[src/rtl/load_store_unit.sv]
// RV32I memory-access stage: decodes one load/store, runs a single req/ready handshake on the
// data port and returns extended load data or an exception; busy for the whole transaction.
module load_store_unit #(
    parameter int unsigned TIMEOUT_CYCLES = 255
) (
    input  logic        clk,
    input  logic        rst_n,
    input  logic        start,
    input  logic [6:0]  opcode,
    input  logic [2:0]  funct3,
    input  logic [31:0] addr,
    input  logic [31:0] store_data,
    output logic        busy,
    output logic        done,
    output logic        exception,
    output logic [31:0] load_data,
    output logic        mem_req,
    output logic        mem_we,
    output logic [31:0] mem_addr,
    output logic [3:0]  mem_byte_en,
    output logic [31:0] mem_wdata,
    input  logic        mem_ready,
    input  logic [31:0] mem_rdata
);

    localparam logic [6:0]  OP_LOAD  = 7'b0000011;
    localparam logic [6:0]  OP_STORE = 7'b0100011;
    localparam logic [15:0] CNT_LAST = 16'(TIMEOUT_CYCLES - 1);

    typedef enum logic [1:0] {
        S_IDLE   = 2'd0,
        S_ACCESS = 2'd1,
        S_RESP   = 2'd2
    } state_t;

    state_t      r_state;
    logic [15:0] r_cnt;
    logic [2:0]  r_funct3;
    logic [1:0]  r_off;
    logic        r_busy;
    logic        r_done;
    logic        r_exception;
    logic [31:0] r_load_data;
    logic        r_mem_req;
    logic        r_mem_we;
    logic [31:0] r_mem_addr;
    logic [3:0]  r_mem_byte_en;
    logic [31:0] r_mem_wdata;

    logic        w_is_load;
    logic        w_is_store;
    logic        w_legal;
    logic [3:0]  w_be;
    logic [31:0] w_wdata;
    logic [7:0]  w_byte;
    logic [15:0] w_half;
    logic [31:0] w_ld_ext;

    // Request decode: legality (opcode, width, alignment) plus lane pattern and replicated data.
    always_comb begin
        w_is_load  = (opcode == OP_LOAD);
        w_is_store = (opcode == OP_STORE);
        w_legal    = 1'b0;
        w_be       = 4'b0000;
        w_wdata    = store_data;
        case (funct3)
            3'b000: begin
                w_legal = w_is_load | w_is_store;
                w_be    = 4'b0001 << addr[1:0];
                w_wdata = {4{store_data[7:0]}};
            end
            3'b001: begin
                w_legal = (w_is_load | w_is_store) & ~addr[0];
                w_be    = addr[1] ? 4'b1100 : 4'b0011;
                w_wdata = {2{store_data[15:0]}};
            end
            3'b010: begin
                w_legal = (w_is_load | w_is_store) & (addr[1:0] == 2'b00);
                w_be    = 4'b1111;
                w_wdata = store_data;
            end
            3'b100: begin
                w_legal = w_is_load;
                w_be    = 4'b0001 << addr[1:0];
            end
            3'b101: begin
                w_legal = w_is_load & ~addr[0];
                w_be    = addr[1] ? 4'b1100 : 4'b0011;
            end
            default: w_legal = 1'b0;
        endcase
    end

    // Lane extraction uses the offset latched at accept time, not the live addr input.
    always_comb begin
        case (r_off)
            2'd0:    w_byte = mem_rdata[7:0];
            2'd1:    w_byte = mem_rdata[15:8];
            2'd2:    w_byte = mem_rdata[23:16];
            default: w_byte = mem_rdata[31:24];
        endcase
        w_half = r_off[1] ? mem_rdata[31:16] : mem_rdata[15:0];
        case (r_funct3)
            3'b000:  w_ld_ext = {{24{w_byte[7]}}, w_byte};
            3'b001:  w_ld_ext = {{16{w_half[15]}}, w_half};
            3'b100:  w_ld_ext = {24'd0, w_byte};
            3'b101:  w_ld_ext = {16'd0, w_half};
            default: w_ld_ext = mem_rdata;
        endcase
    end

    always_ff @(posedge clk or negedge rst_n) begin
        if (!rst_n) begin
            r_state       <= S_IDLE;
            r_cnt         <= 16'd0;
            r_funct3      <= 3'd0;
            r_off         <= 2'd0;
            r_busy        <= 1'b0;
            r_done        <= 1'b0;
            r_exception   <= 1'b0;
            r_load_data   <= 32'd0;
            r_mem_req     <= 1'b0;
            r_mem_we      <= 1'b0;
            r_mem_addr    <= 32'd0;
            r_mem_byte_en <= 4'd0;
            r_mem_wdata   <= 32'd0;
        end else begin
            case (r_state)
                S_IDLE: begin
                    if (start) begin
                        r_busy <= 1'b1;
                        if (w_legal) begin
                            r_mem_req     <= 1'b1;
                            r_mem_we      <= w_is_store;
                            r_mem_addr    <= {addr[31:2], 2'b00};
                            r_mem_byte_en <= w_be;
                            r_mem_wdata   <= w_wdata;
                            r_funct3      <= funct3;
                            r_off         <= addr[1:0];
                            r_state       <= S_ACCESS;
                        end else begin
                            r_done      <= 1'b1;
                            r_exception <= 1'b1;
                            r_state     <= S_RESP;
                        end
                    end
                end
                S_ACCESS: begin
                    if (mem_ready) begin
                        r_mem_req   <= 1'b0;
                        r_done      <= 1'b1;
                        r_exception <= 1'b0;
                        if (!r_mem_we) begin
                            r_load_data <= w_ld_ext;
                        end
                        r_state <= S_RESP;
                    end else if (r_cnt == CNT_LAST) begin
                        // This is the last permitted wait cycle: abort so mem_req spans TIMEOUT_CYCLES.
                        r_cnt       <= r_cnt + 16'd1;
                        r_mem_req   <= 1'b0;
                        r_done      <= 1'b1;
                        r_exception <= 1'b1;
                        r_state     <= S_RESP;
                    end else begin
                        r_cnt <= r_cnt + 16'd1;
                    end
                end
                S_RESP: begin
                    r_done      <= 1'b0;
                    r_exception <= 1'b0;
                    r_busy      <= 1'b0;
                    r_cnt       <= 16'd0;
                    r_state     <= S_IDLE;
                end
                default: begin
                    r_state <= S_IDLE;
                end
            endcase
        end
    end

    assign busy        = r_busy;
    assign done        = r_done;
    assign exception   = r_exception;
    assign load_data   = r_load_data;
    assign mem_req     = r_mem_req;
    assign mem_we      = r_mem_we;
    assign mem_addr    = r_mem_addr;
    assign mem_byte_en = r_mem_byte_en;
    assign mem_wdata   = r_mem_wdata;

endmodule

[config.mk]
export PLATFORM = sky130hd
export DESIGN_NAME = load_store_unit
export DESIGN_NICKNAME = d
export VERILOG_FILES = /design/src/rtl/load_store_unit.sv
export SDC_FILE = /design/constraint.sdc
export NUM_CORES = 1
export LEC_CHECK = 0
export CORE_AREA = 2 2 101 103
export DETAILED_ROUTE_END_ITERATION = 6
export DIE_AREA = 0 0 103 105
export DONT_BUFFER_PORTS = 1
export GPL_ROUTABILITY_DRIVEN = 0
export PLACE_DENSITY = 0.84
export SYNTH_ARGS = -nofsm -noshare
export SYNTH_HDL_FRONTEND = slang
export SYNTH_SLANG_ARGS = --single-unit
export TNS_END_PERCENT = 30
[constraint.sdc]
create_clock -name clk -period 2.2 [get_ports clk]
set_input_delay 0.44 -clock clk [delete_from_list [all_inputs] [get_ports clk]]
set_output_delay 0.44 -clock clk [all_outputs]
set_load 0.02 [all_outputs]
=== After elaboration in Yosys (flattened, before gate mapping) ===
Cells that the tools add are included.

* Bits in writable memories: 0
* Register bits after elaboration: 126
* Bits in read-only memories: 0
* Logic and storage cells: 86
* Bits in latches: 0
* Memories: 0
* Input port bits: 110

* Muxes and demuxes: 28
* $mul: 0
* Equal/unequal tests: 19
* Reductions and logical operators: 18
* Bitwise gates (word level): 6
* Order comparisons: 0
* $add $sub $neg: 1
* Div/mod/pow operators: 0
* Shift-type cells: 1

{| class="wikitable"
|+ Operators with widths
! operator !! number
|-
| $pmux W32 S4 || 1
|-
| $pmux W32 S2 || 1
|-
| $mux W16 || 2
|-
| $pmux W16 S2 || 1
|-
| $pmux W8 S3 || 1
|-
| $add A16 B1 Y16 const B || 1
|-
| $eq A16 B8 Y1 const B || 1
|-
| $eq A3 B3 Y1 const B || 4
|-
| $pmux W4 S3 || 1
|-
| $mux W1 || 10
|-
| $mux W2 || 4
|-
| $ne A2 B2 Y1 const B || 4
|-
| $reduce_and A4 Y1 || 2
|-
| $eq A7 B2 Y1 const B || 1
|-
| $eq A7 B6 Y1 const B || 1
|-
| $eq A3 B1 Y1 const B || 2
|-
| $logic_not A2 Y1 || 3
|-
| $logic_not A3 Y1 || 2
|-
| $pmux W1 S3 || 2
|-
| $reduce_and A2 Y1 || 3
|-
| $reduce_and A3 Y1 || 2
|-
| $reduce_bool A2 Y1 || 3
|-
| $pmux W1 S5 || 1
|-
| $eq A2 B1 Y1 const B || 2
|-
| 12 further kinds || 18
|}

=== Longest topological paths before layout ===
* Depth in word-level cells: 7
* Depth in mapped cells: 9

=== Least setup slack after synthesis ===
Ideal clock, no wire load.

* Path type: reg2reg
* Start: reg r_state[1]
* End: reg r_load_data[22], in the netlist load_data[22]
* Cell stages (with the launch flop): 10
* Arrival: 1.824 ns
* Path slack: 0.307 ns
* Required time: 2.131 ns
* Clock period less this slack: 1.893 ns
* Buffers on the path: 3
* Cells stage by stage: dfrtp_1 inv_1 ha_1 buf_4 nand2_2 or2_0 clkbuf_1 a2111o_1 buf_6 nand3_1

* Longest elaborated chain between the ends: 2

{| class="wikitable"
|+ RTL lines
! what !! RTL line !! RTL
|-
| start: declaration || 36 || <nowiki>state_t r_state;</nowiki>
|-
| start signal: assignment || 114 || <nowiki>r_state <= S_IDLE;</nowiki>
|-
| start signal: assignment || 140 || <nowiki>r_state <= S_ACCESS;</nowiki>
|-
| start signal: assignment || 144 || <nowiki>r_state <= S_RESP;</nowiki>
|-
| $eq A2 B1 Y1 || 128 || <nowiki>case (r_state)</nowiki>
|-
| $reduce_and A3 Y1 (no line) || -- ||
|-
| end signal: assignment || 154 || <nowiki>r_load_data <= w_ld_ext;</nowiki>
|-
| end: declaration || 43 || <nowiki>logic [31:0] r_load_data;</nowiki>
|}

Every way passes these cells.
A chain may end at the register's enable or synchronous reset.

=== Final worst setup path ===
* Start: reg r_state[1]
* End: reg r_load_data[24], in the netlist load_data[24]

Same word-level chain as after synthesis.

==> run summary <==
status = finished, violations left
violated checks = hold timing
Starting DRT DRC Count = 270
width of the die = 103 um
min cycle time layout = 2040 ps
Comb power frac = 0.093
Die Footprint = 10,800 sq um
row cnt = 36
largest stage delay on the critical path = 630 ps
Worst-Margin Slew = 505 ps
GR Util met1 = 0.325
Flop pwr share = 0.457
vias in the first global route = 4,675
CTS max path bufs = 2
GRT Total Usage = 0.272
CTS tree = yes
period utilization = 0.926
# fillers = 753
internal power = 4330 uW
worst hold slack = -383 ps
ANT nets after route = 0
Sw Ratio = 0.278
Avg Cell Area, Syn = 8.99 sq um
Worst R2R Start = r_state[1]
final wirelength = 14.5 mm
I/O pin count = 215
H-tree lvl count = 4
number of flops mapped to enable cells by yosys = 0
n_diodes = 0
worst reg2reg path depth = 6
dominant synthesized flop cell = dfrtp_1
Final Max Slew Viols = 0
drt drc = 0
met2 Use GR = 0.446
largest family of logic cells by synthesized area = simple AND/OR/NAND/NOR gates
top-count cell post-synth = nand2_1
cell area power density = 897 nW/um^2
CTS-repair resized insts = 0
most crowded layer after global routing = met2
Cell Area, Synth = 6020 sq um
Hold Path Class = primary input to async pin
synth unique cells = 50
Finished Layout Cells = 806
mux cell area share after synthesis = 0.0657
CTS Sinks = 126
Root Driver = clkbuf_8
synth cell count leaders = nand2_1, dfrtp_1, o21ai_0, nand3_1, mux2i_1
Gate Count Post-Synth = 669
final setup violation count = 0
post-route setup TNS = 0 ps
Vias = 4,743
Final Hold Viols = 126
reg2reg end = load_data[24]
setup repair bufs after CTS = 0
Die Y = 105 um
largest net degree at the start of global routing = 127
Reg clk slew, reported paths = 60 ps
Reg2Reg Setup Slack = 160 ps
met3 GRT Util = 0.0983
most area-hungry cell type in the Yosys netlist = dfrtp_1
core area = 9640 sq um
compound-gate portion of the synthesized area = 0.116
adder-cell share of the synthesized area = 0.0104
clk_lat worst skew = 510 ps
slew margin rel. = 0.663
Highest Clock Rate = 491 MHz
RSZ-0062 raised after global routing = false
ys async rst share = 1.00
placed cells = 774
sw power = 1670 uW
first-pass GRT wire length = 23.0 mm
Synth top area share = 0.524
flops & latches, synth = 126
Area contributors post-synth = dfrtp_1, nand2_1, o21ai_0, mux2i_1, nand3_1
Num CTS Buffers = 17
starting density of the core = 0.624
worst path bufs/invs = 1
CP cell instances = inv_1 -> ha_1 -> nand2_2 -> or2_0 -> a2111o_1 -> nand3_1
Startpoint Class = register
delay-heaviest family, CP = compound AO/OA/AOI/OAI gates
drt first pass iters = 5
Synth Area in XOR/XNOR = 0.0102
simple-gate area share of the yosys netlist = 0.226
Worst path slowest cell = a2111o_1
synth warn = 0
Max Cap Viol = 0
antenna violations before repair = 0
clk_skew = 9.40 ps
# nets final = 775
aggregate global routing overflow = 0
fraction of layout cells with a size suffix above 1 = 0.0981
Pwr Total = 6000 uW
CP Capture Type = register
Via density = 5.88
CP Max Fanout = 16
Crit path arrival time = 2470 ps
Setup Crit Path Kind = register to register
wire per inst = 18.0 um
Worst EP required = 2630 ps
register area share after synthesis = 0.524
share of total power in the clock network = 0.451
Static Leakage = 0.00322 uW
IO buf count = 0
area delta synth->final = 11.1%
VDD IR-drop max = 0.000709 V
hpwl dp = 10.3 mm
Final Core Density = 0.694
layout by cell type, fill, tap and decap left out, types with 4 or more instances in the layout:
cell type    n
mux2i_1     26
o22ai_1      8
nand3b_1     9
a21oi_1     21
mux2_2      10
nor4_1       4
nor2_1      23
inv_1       18
a31oi_1      8
nand3_1     36
inv_6        5
buf_4       13
clkbuf_16   16
xnor2_1      7
nand2_1    214
dfrtp_1    126
nor3_1       5
o21ai_0     60
ha_1         5
per-stage QoR:
| stage | cell area [sq um] | worst slack, ps |
|---|---|---|
| final | 6690 | 163 |
| after global routing | 6690 | 32.4 |
| after CTS | 6690 | 149 |
| after detailed placement | 6110 | 184 |
| after global placement | 6110 | 286 |
| after floorplan | 6020 | 307 |
cells by family after synthesis:
kind of cell / count (synthesis)
compound gates: 117
xor+xnor: 7
fa+ha+maj: 5
buf+inv: 62
flops: 126
mux: 37
other cells: 1
simple gates: 314
final cells by class:
class	count	area [sq um]	share of cell area
sequential	126	3150	0.471
inverter	19	71.3	0.0107
clock buffer	18	418	0.0625
clock inverter	14	158	0.0236
timing repair buffer	14	118	0.0176
tap	133	166	0.0249
multi-input combinational	482	2600	0.389
state kept, by name (all words and copies together) (netlist names):
name         cells
load_data       32
mem_wdata       32
mem_addr        30
r_cnt           16
mem_byte_en      4
r_funct3         3
r_off            2
r_state          2
busy             1
done             1
exception        1
mem_req          1
mem_we           1
how the worst max path moves through the flow:
stage	startpoint	end	slack, ps	cells after the start
4_1_cts	r_state[1]	load_data[24]	150	6
3_3_place_gp	r_state[1]	load_data[17]	290	6
6_report	r_state[1]	load_data[24]	160	6
3_5_place_dp	r_state[1]	load_data[22]	180	6
2_1_floorplan	r_state[1]	load_data[22]	310	9
5_1_grt	r_state[1]	r_cnt[13]	30	7
power by group through the flow:
stage	logic (uW)	registers [uW]	clock network, uW
detailed placement	550	2780	0
global placement	522	2780	0
floorplan	437	2740	0
CTS	554	2740	2730
finish	556	2740	2700
global route	626	2760	2860
per-layer routing:
layer | wire (um) | share of wire
met1 | 5480 | 0.38
met3 | 1540 | 0.11
met4 | 358 | 0.025
met5 | 0 | 0
met2 | 7150 | 0.49
Power figures use the tool's default switching activity.
